===== config.mk =====
export PLATFORM = sky130hd
export DESIGN_NAME = wb_arbiter
export DESIGN_NICKNAME = d
export VERILOG_FILES = /design/src/rtl/wb_arbiter.sv
export SDC_FILE = /design/constraint.sdc
export NUM_CORES = 1
export LEC_CHECK = 0
export BUFFER_PORTS_ARGS = -buffer_cell sky130_fd_sc_hd__buf_2
export CORE_UTILIZATION = 52
export CTS_BUF_LIST = sky130_fd_sc_hd__clkbuf_8 sky130_fd_sc_hd__clkbuf_16
export DETAILED_ROUTE_END_ITERATION = 10
export GPL_TIMING_DRIVEN = 0
export PLACE_DENSITY_LB_ADDON = 0.08
export SLEW_MARGIN = 20
export SYNTH_ARGS = -nofsm -noshare
export SYNTH_HDL_FRONTEND = slang
export SYNTH_SLANG_ARGS = --single-unit

===== constraint.sdc =====
create_clock -name clk -period 4.1 [get_ports clk]
set_clock_uncertainty 0.2 [all_clocks]
set_input_delay 0.82 -clock clk [delete_from_list [all_inputs] [get_ports clk]]
set_output_delay 0.82 -clock clk [all_outputs]
set_load 0.01 [all_outputs]

===== src/rtl/wb_arbiter.sv =====
// Purpose: round-robin writeback arbiter feeding one registered CDB beat per cycle from NREQ one-entry slots.
// Latency: 2 cycles uncontended (handshake -> slot -> CDB register); a valid slot is granted within NREQ cycles.
// Backpressure: req_ready[i] drops while slot i is full and not granted this cycle, during rob_flush and during reset.
//
// Ports:
//   clk, rst                    clock and asynchronous active-low reset
//   req_valid/req_ready         per-requester handshake
//   req_robid/req_rd/req_result/req_error  per-requester payload, packed with requester i in slice i
//   rob_flush                   drops every buffered entry and the next CDB beat, resets the pointer
//   wb_valid, wb_error, wb_robid, wb_rd, wb_result, wb_src  registered CDB beat
module wb_arbiter #(
  parameter int NREQ = 4,
  parameter int IDXW = 2
) (
  input  logic              clk,
  input  logic              rst,
  input  logic [NREQ-1:0]   req_valid,
  output logic [NREQ-1:0]   req_ready,
  input  logic [NREQ*8-1:0] req_robid,
  input  logic [NREQ*6-1:0] req_rd,
  input  logic [NREQ*32-1:0] req_result,
  input  logic [NREQ-1:0]   req_error,
  input  logic              rob_flush,
  output logic              wb_valid,
  output logic              wb_error,
  output logic [7:0]        wb_robid,
  output logic [5:0]        wb_rd,
  output logic [31:0]       wb_result,
  output logic [IDXW-1:0]   wb_src
);

  typedef struct packed {
    logic        error;
    logic [7:0]  robid;
    logic [5:0]  rd;
    logic [31:0] result;
  } wb_dat_t;

  logic [NREQ-1:0] slot_vld;
  wb_dat_t         slot_dat [NREQ];
  logic [IDXW-1:0] rr_ptr;
  logic [NREQ-1:0] grant;
  logic            grant_any;
  logic [IDXW-1:0] grant_idx;
  logic [IDXW-1:0] cand;
  logic [NREQ-1:0] hs;

  // (base + off) mod NREQ, valid for off < NREQ; NREQ need not be a power of two.
  function automatic logic [IDXW-1:0] wrap_idx(input logic [IDXW-1:0] base, input int unsigned off);
    int unsigned sum;
    sum = 32'(base) + off;
    if (sum >= NREQ) sum = sum - NREQ;
    return sum[IDXW-1:0];
  endfunction

  // Search starts at rr_ptr so the most recently served requester goes last.
  always_comb begin
    grant_any = 1'b0;
    grant_idx = '0;
    cand      = '0;
    for (int unsigned k = 0; k < NREQ; k++) begin
      cand = wrap_idx(rr_ptr, k);
      if (!grant_any && slot_vld[cand]) begin
        grant_any = 1'b1;
        grant_idx = cand;
      end
    end
    if (rob_flush) begin
      grant_any = 1'b0;
      grant_idx = '0;
    end
    grant            = '0;
    grant[grant_idx] = grant_any;
  end

  // A slot being granted this cycle can take a new entry on the same edge,
  // which is what lets a lone requester stream at full rate.
  assign req_ready = rst ? ({NREQ{~rob_flush}} & (~slot_vld | grant)) : '0;
  assign hs        = req_valid & req_ready;

  always_ff @(posedge clk or negedge rst) begin
    if (!rst) begin
      slot_vld  <= '0;
      rr_ptr    <= '0;
      wb_valid  <= 1'b0;
      wb_error  <= 1'b0;
      wb_robid  <= '0;
      wb_rd     <= '0;
      wb_result <= '0;
      wb_src    <= '0;
    end else if (rob_flush) begin
      slot_vld <= '0;
      rr_ptr   <= '0;
      wb_valid <= 1'b0;
    end else begin
      slot_vld <= (slot_vld & ~grant) | hs;
      wb_valid <= grant_any;
      if (grant_any) begin
        rr_ptr <= (grant_idx == IDXW'(NREQ - 1)) ? '0 : grant_idx + 1'b1;
        wb_src <= grant_idx;
        {wb_error, wb_robid, wb_rd, wb_result} <= slot_dat[grant_idx];
      end
    end
  end

  // Payload needs no reset: it is only observed through slot_vld.
  always_ff @(posedge clk) begin
    for (int i = 0; i < NREQ; i++) begin
      if (hs[i]) begin
        slot_dat[i] <= {req_error[i], req_robid[8*i +: 8], req_rd[6*i +: 6], req_result[32*i +: 32]};
      end
    end
  end

endmodule


=== Word-level counts from Yosys, hierarchy flattened ===
Memories as Yosys holds them, arrays and structs flattened. A register that Yosys moved wholly into a read port is not among the register bits.
Index checks and enable logic that the tools add are counted.

* Bitwise operators: 9
* Multiplexer cells: 38
* Shift-type cells: 0
* Add/sub/neg operators: 8
* Eq/ne operators: 1
* Divide/modulo/power cells: 0
* $mul: 0
* $lt $le $gt $ge: 10
* Reduce and logical (&&, ||, !) cells: 10

{| class="wikitable"
|+ Operator list
! cell !! count
|-
| two-way mux 2 bit || 12
|-
| two-way mux 1 bit || 19
|-
| bitwise AND 4 bit || 4
|-
| < comparator 2 x 3 -> 1 bit (second input constant) || 5
|-
| >= comparator 3 bit (second input constant) || 3
|-
| binary-select mux 1 bit (select 2 bit) || 4
|-
| two-way mux 4 bit || 2
|-
| inverter 4 bit || 2
|-
| OR 4 bit || 2
|-
| subtractor 2 x 1 -> 2 bit (second input constant) || 4
|-
| adder 2 x 2 -> 3 bit (second input constant) || 2
|-
| logical AND 1 bit || 4
|-
| logical NOT 1 bit || 4
|-
| adder 2 x 1 -> 3 bit (second input constant) || 1
|-
| >= comparator 2 x 3 -> 1 bit (second input constant) || 1
|-
| adder 2 x 1 -> 2 bit (second input constant) || 1
|-
| demux 1 bit (select 2 bit) || 1
|-
| equality test 2 bit (second input constant) || 1
|-
| >= comparator 2 x 1 -> 1 bit (second input constant) || 1
|-
| AND reduction 2 bit || 1
|-
| nonzero test 2 bit || 1
|-
| inverter 1 bit || 1
|}

* Bits of input ports: 195
* Memory bits (read-only): 0
* Latch bits: 0
* Memories kept: 1
* Flip-flop bits (word level): 9
* Memory bits (writable): 188

{| class="wikitable"
|+ Memories
! name !! depth !! bits a word !! read ports !! clocked after memory_dff !! write ports !! line !! text
|-
| slot_dat || 4 || 47 || 1 || 1 || 4 || 40 || <nowiki>wb_dat_t slot_dat [NREQ];</nowiki>
|}

=== Depth between registers and ports, before layout ===
Gate-level depths: netlist (run 1).

* Depth after elaboration: 26
* Mapped depth: 10
* Mapped depth without buffers: 9

=== Least setup slack after synthesis (run 1) ===
Ideal clock, no wire load.

* Path kind: input -> register
* Start point: input port rob_flush
* End point: memory slot_dat[2][0] (netlist bit) (enable)
* Path slack: 0.287 ns
* Stages: 10
* Buffers on the path: 3
* Setup time: 0.409 ns
* Arrival time: 3.203 ns
* Cell sequence: clkbuf_1 -> or2_1 -> buf_4 -> nor2_4 -> inv_4 -> buf_6 -> ha_1 -> nor2b_1 -> nor2_1 -> and2_1

{| class="wikitable"
|+ RTL lines
! item !! line !! text
|-
| start: declaration || 23 || <nowiki>input logic rob_flush,</nowiki>
|-
| end: declaration || 40 ||
|}

=== Final worst setup path (run 1) ===
* Start point: register slot_vld[2]
* End point: output port req_ready[1]

* Word-level cells in the longest chain between the ends: 21
* Elaborated cells between the ends (all ways): 33
* Classes of those cells: order compare: 2; mux: 21; bitwise: 3; reduce/logical: 7

{| class="wikitable"
|+ Ends and longest elaborated chain
! item !! line !! text
|-
| start: declaration || 39 || <nowiki>logic [NREQ-1:0] slot_vld;</nowiki>
|-
| start signal: assignment || 96 || <nowiki>slot_vld <= (slot_vld & ~grant) | hs;</nowiki>
|-
| binary-select mux 1 bit (select 2 bit) || 63 || <nowiki>if (!grant_any && slot_vld[cand]) begin</nowiki>
|-
| two-way mux 1 bit (implied by the code) || 63 ||
|-
| two-way mux 1 bit || 63 ||
|-
| logical NOT 1 bit || 63 ||
|-
| logical AND 1 bit || 63 ||
|-
| two-way mux 1 bit || 63 ||
|-
| logical NOT 1 bit || 63 ||
|-
| logical AND 1 bit || 63 ||
|-
| [... 5 more ...] || - ||
|-
| < comparator 2 x 3 -> 1 bit (implied by the code) or >= comparator 2 x 1 -> 1 bit (tied branches) || 73 || <nowiki>grant[grant_idx] = grant_any;</nowiki>
|-
| logical AND 1 bit (implied by the code) || 73 ||
|-
| two-way mux 1 bit (implied by the code) || 73 ||
|-
| demux 1 bit (select 2 bit) || 73 ||
|-
| bitwise AND 4 bit (no source line) * || - ||
|-
| OR 4 bit * || 78 || <nowiki>assign req_ready = rst ? ({NREQ{~rob_flush}} & (~slot_vld | grant)) : '0;</nowiki>
|-
| bitwise AND 4 bit * || 78 ||
|-
| two-way mux 4 bit * || 78 ||
|-
| end: declaration || 18 || <nowiki>output logic [NREQ-1:0] req_ready,</nowiki>
|}

Mark *: on every way between the ends. The rest lies on a longest branch, timed or not. The select of a mux whose other input is x is not followed.

==> reports/summary.txt, run 1 <==
Status -> finished clean
Tightest Pin Transition -> 0.794 ns
Setup bufs post-CTS -> 0
Setup crit end kind -> output pin
Final Hold Fails -> 0
Via count -> 5658
Total GRT Usage -> 0.243
H-tree levels -> 1
Pwr/cell area -> 532 mW/mm2
# DRC -> 0
Setup Crit Path Kind -> reg2out
Hold_buf cts -> 0
Net count, final -> 999
Wirelength, routed -> 21800 um
Area Overhead vs Synth -> 26.5%
Period minus WS final -> 3.82 ns
Ports -> 249
Final HPWL DP -> 14700 um
Pins Over Slew Limit -> 0
Worst vdd ir -> 0.386 mV
Non-filler cells, final -> 1046
Congestion Overflow GR -> 0
Clk_lat worst skew -> 0.51 ns
Async SR Flop Fraction -> 0.230
Ys flop type -> edfxtp_1
Final setup vio count -> 0
I/O Buffers -> 247
Row count -> 48
Crit path required time -> 3.08 ns
Final period util -> 0.932
#FFs+latches synth -> 244
Die area -> 0.0181 mm2
Final ANT Viol Nets -> 0
Yosys top cell area share -> 0.619
CTS Root Cell -> clkbuf_16
CTS buffer count -> 25
Yosys top cell by area -> edfxtp_1
Worst min-delay path category -> in2async
Number of global-route vias before repair -> 5755
Synth top area cells -> edfxtp_1, dfrtp_1, mux2i_1, o221ai_1, o211ai_1
Max cap viols -> 0
Final Total Pwr -> 6.13 mW
Mapped Area -> 0.00911 mm2
Slew HR -> 0.471
Worst-path clk slew -> 0.06 ns
First-pass GRT wire length -> 32500 um
Routed len/inst -> 20.8 um
Initial drt markers -> 256
Avg Cell Area, Syn -> 17.5 um2
Yosys synthesis warning count -> 0
GPL Wtd Cong -> 0.788
Initial core utilization -> 0.531
CTS resizes -> 0
Die width -> 134 um
Clock Sinks -> 244
Cells after Synth -> 522
Crit path DAT -> 2.80 ns
CP Max Fanout -> 11
Initial antenna violation count -> 3
Maximum buffer depth of the clock tree -> 3
Pleak -> 4.73 nW
Ratio of cells with drive above 1 in the final layout -> 0.392
Core box area -> 0.0172 mm2
Avg Vias per Cell -> 5.41
DR pass1 iterations -> 5
Post-synthesis sequential area ratio -> 0.773
CTS tree -> yes
RSZ-0062 raised after global routing -> false
Synth cell types -> 32
DP Cell Count -> 998
DIE HEIGHT -> 134 um
Post-synth EDFFs -> 188
Post-synth net total -> 721
Peak Freq -> 0.262 GHz
Critical path startpoint category -> flip-flop
Largest net degree at the start of global routing -> 48
-- registers in the layout (all words and copies together), names as in the netlist, 2 cells and up --
| register | count |
|---|---|
| slot_vld | 4 |
| wb_src | 2 |
| wb_result | 32 |
| wb_robid | 8 |
| wb_rd | 6 |
| rr_ptr | 2 |
| slot_dat | 188 |
-- layer usage --
| layer | GRT usage | vias up | wire (um) |
|---|---|---|---|
| li1 | - | 2596 | - |
| met1 | 0.336 | 2781 | 9200 |
| met2 | 0.393 | 242 | 10500 |
| met3 | 0.0499 | 37 | 1680 |
| met4 | 0.0730 | 2 | 422 |
| met5 | 0 | - | 13 |
-- final timing paths --
| check | endpoint | startpoint | cells past startpoint | slack [ns] |
|---|---|---|---|---|
| worst max-delay path | req_ready[1] | slot_vld[2] | 9 | 0.28 |
| worst max register to register | slot_dat[1][0] | slot_vld[2] | 9 | 0.65 |
| worst min register to register | wb_src[0] | wb_src[0] | 2 | 0.27 |
| min in group clk | slot_dat[0][24] | req_result[24] | 1 | 0.27 |
| worst min-delay path | wb_result[5] | rst | 1 | 0.02 |
| max in group asynchronous | wb_result[27] | rst | 2 | 3.15 |
-- placed cells by master, fill, tap and decap left out, drive strengths merged --
master,synthesis,final
dfrtp,56,56
nor3,1,1
inv,5,13
nor4,1,1
clkbuf,6,33
a2bb2oi,1,1
clkinvlp,0,1
clkinv,0,8
nand2,45,45
a221oi,1,1
a21oi,6,6
o21ai,1,1
and2b,1,1
mux2i,65,65
a211oi,17,17
and2,4,4
or2,1,1
and3,8,8
nor2,19,19
ha,4,4
nand2b,3,3
bufinv,0,2
buf,22,273
diode,0,2
edfxtp,188,188
o221ai,39,39
o211ai,23,23
a21o,1,1
nor2b,4,4
-- kinds of logic after synthesis --
kind of cell / count (synthesis) / share of synthesized area
AND/OR/NAND/NOR: 87 / 0.0461
multiplexers: 65 / 0.0714
flip-flops: 244 / 0.773
buffers and inverters: 33 / 0.0239
adder cells (fa/ha/maj): 4 / 0.00549
AO/OA/AOI/OAI: 89 / 0.0800
-- power breakdown --
part           total [mW]  switching [mW]  leakage (nW)  internal [mW]
clock                2.16           0.897         0.412           1.27
combinational       0.955           0.541          1.92          0.414
sequential           3.01           0.112          2.40           2.90
total                6.13            1.55          4.73           4.58
-- cell usage after synthesis, types with 2 or more instances --
cell,number
buf_4,3
buf_2,11
nand2_1,44
nor2b_1,4
edfxtp_1,188
buf_6,7
inv_4,2
and2_1,4
ha_1,4
a211oi_1,17
o211ai_1,23
o221ai_1,39
nand2b_1,3
a21oi_1,6
nor2_1,18
dfrtp_1,56
inv_1,2
and3_1,8
clkbuf_1,6
mux2i_1,65
-- area by class of cell --
cell class	count	area [um2]
flip-flops and latches	244	7050
inverters	5	23.8
clock buffers	27	653
plain buffers	28	194
clock inverters	19	136
fillers	1279	5650
multi-input cells	245	1860
repair buffers	251	1330
diodes	2	5.00
well taps	225	282
-- metrics by stage --
step	TNS (ns)	utilization	setup slack [ns]	hold WS, ns	cell area, um2
CTS	0	0.671	0.232	0.0179	11500
global route	0	0.671	0.153	0.0251	11500
floorplan	0	-	0.287	0.314	9110
detailed placement	0	0.625	0.485	0.263	10700
global placement	-197.78	0.619	-1.09	0.256	10600
finish	0	0.671	0.278	0.0166	11500
-- worst max-delay path, cell delays in order, from the launching register on --
cell,delay (ns)
dfrtp_1,0.48
and2b_1,0.24
a221oi_4,0.33
nor3_4,0.13
inv_2,0.19
buf_2,0.33
ha_1,0.21
nor2_1,0.05
nor2_1,0.17
buf_2,0.16
Power figures use the tool's default switching activity.
==> run 2, diff against run 1 <==
- ABC_AREA: unset -> 1
- CORE_UTILIZATION: 52 -> 53
==> reports/summary.txt, run 2 <==
Status -> finished clean
Pins Over Slew Limit -> 0
Largest register FFs -> 188
Met3 routed WL -> 1680 um
Pwr/cell area -> 581 mW/mm2
Worst min-delay path category -> in2async
Tightest Pin Transition -> 0.734 ns
Final Total Pwr -> 7.49 mW
Avg Vias per Cell -> 4.92
Pleak -> 6.15 nW
Worst path most repeated cell -> nand2_1
Synth top area cells -> edfxtp_1, dfrtp_1, nand2_1, inv_1, nand3_1
Post-synth net total -> 1160
H-tree levels -> 1
Placement Cell Area -> 0.0121 mm2
Ports -> 249
DR top layer -> met5
Top reg by flops -> slot_dat
Row count -> 50
Mapped Area -> 0.0102 mm2
Cells after Synth -> 961
Via count -> 7475
Core box area -> 0.0188 mm2
Setup TNS -> 0 ns
DIE HEIGHT -> 141 um
Hold_buf cts -> 0
Routed len/inst -> 16.6 um
Period minus WS final -> 3.91 ns
Congestion Overflow GR -> 0
Total GRT Usage -> 0.259
Fin util -> 0.687
#FFs+latches synth -> 244
Initial antenna violation count -> 6
Setup Crit Path Kind -> reg2out
Most frequent cells in the layout -> nand2_1, buf_2, edfxtp_1
Clk_lat worst skew -> 0.51 ns
Biggest regs -> slot_dat: 188 flops, wb_result: 32 flops, wb_robid: 8 flops
Final period util -> 0.953
Setup crit end kind -> output pin
Peak Freq -> 0.256 GHz
Crit path max-delay family -> buffers and inverters
Critical path startpoint category -> flip-flop
Largest net degree at the start of global routing -> 33
Top post-synthesis cells by count -> nand2_1, edfxtp_1, inv_1, nand3_1, nor2_1
Met2 wire len -> 12000 um
Initial core utilization -> 0.543
Worst r2r path cells -> 20
Die area -> 0.0198 mm2
Post-synth EDFFs -> 188
Setup Slack @ Placement -> -0.261 ns
Post-synthesis sequential area ratio -> 0.691
Yosys top cell by area -> edfxtp_1
CP Max Fanout -> 10
Crit path required time -> 3.08 ns
Final setup vio count -> 0
Critical-path cell list -> buf_6, inv_4, nand2_1, nand2_2, nand2_1, nand2_1, nor2_4, nand2_1, nor2_4, buf_4, o21ai_4, buf_6, ha_1, inv_1, o21ai_1, inv_1, nor2_1, buf_2
# DRC -> 0
Synth cell types -> 29
Worst-path clk slew -> 0.06 ns
Count leader, synth -> nand2_1
Worst vdd ir -> 0.350 mV
Yosys synthesis warning count -> 0
Wirelength, routed -> 25200 um
CTS tree -> yes
CTS Root Cell -> clkbuf_16
I/O Buffers -> 248
Clock Sinks -> 244
Final worst slack -> 0.194 ns
Crit path DAT -> 2.89 ns
First-pass GRT wire length -> 38500 um
Final Hold Fails -> 0
Number of global-route vias before repair -> 7089
Final HPWL DP -> 18100 um
CP Depth -> 18
Wl on met1 -> 10900 um
Net count, final -> 1460
Slowest-stage cell, CP -> dfrtp_1
Largest stage delay on the critical path -> 0.37 ns
Crit path buf inv count -> 7
Die width -> 141 um
Final ANT Viol Nets -> 0
GPL Wtd Cong -> 0.837
CTS buffer count -> 25
Async SR Flop Fraction -> 0.230
Maximum buffer depth of the clock tree -> 3
Max cap viols -> 0
DR pass1 iterations -> 5
Ratio of cells with drive above 1 in the final layout -> 0.282
Area Overhead vs Synth -> 26.5%
Avg Cell Area, Syn -> 10.6 um2
Initial drt markers -> 497
Finished Cell Area -> 0.0129 mm2
Ys flop type -> edfxtp_1
Most common cell after layout, fill and taps aside -> nand2_1
Yosys top cell area share -> 0.554
Slew HR -> 0.511
==> run 2: stage by stage <==
step                cells  hold WS (ns)
floorplan             961         0.244
global placement     1443         0.253
detailed placement   1460         0.257
CTS                  1507        0.0384
global route         1517        0.0500
finish               1518        0.0280
==> run 2: power breakdown <==
part	switching, mW	internal [mW]
sequential	0.153	3.00
clock	0.885	1.16
combinational	1.46	0.825
total	2.50	4.99
==> run 2: logic make-up after synthesis <==
group	after synthesis	synth area share
AND/OR/NAND/NOR	488	0.198
flip-flops	244	0.691
buffers and inverters	175	0.0734
AO/OA/AOI/OAI	50	0.0324
adder cells (fa/ha/maj)	4	0.00491
==> run 2: timing repair <==
| action | CTS | global route |
|---|---|---|
| buffers inserted | 3 | 6 |
| pin swaps | 1 | 5 |
| resized for setup | 5 | 8 |
| endpoints found under the hold margin | 0 | 0 |
| endpoints found under the setup margin | 15 | 15 |
==> run 2: layout make-up <==
type | count | area (um2)
buffer | 39 | 263
fill | 1461 | 5870
antenna | 5 | 12.5
multi-input combinational | 542 | 2450
tap | 234 | 293
clock buffer | 25 | 626
clock inverter | 20 | 110
inverter | 135 | 509
timing repair buffer | 274 | 1590
sequential | 244 | 7050
==> run 2: path summary, 6_finish.rpt <==
check	startpoint	to	slack (ns)
min reg2reg	slot_dat[3][7]	wb_result[7]	0.27
max reg2reg	rr_ptr[0]	slot_dat[0][44]	0.29
max	rr_ptr[0]	req_ready[1]	0.19
min in group clk	slot_dat[3][7]	wb_result[7]	0.27
max in group asynchronous	rst	wb_result[0]	3.12
min	rst	wb_result[12]	0.03
==> run 2: metal layers <==
| metal | vias to the layer above | track usage |
|---|---|---|
| li1 | 3695 | - |
| met1 | 3458 | 0.356 |
| met2 | 279 | 0.430 |
| met3 | 41 | 0.0414 |
| met4 | 2 | 0.0749 |
| met5 | - | 0 |
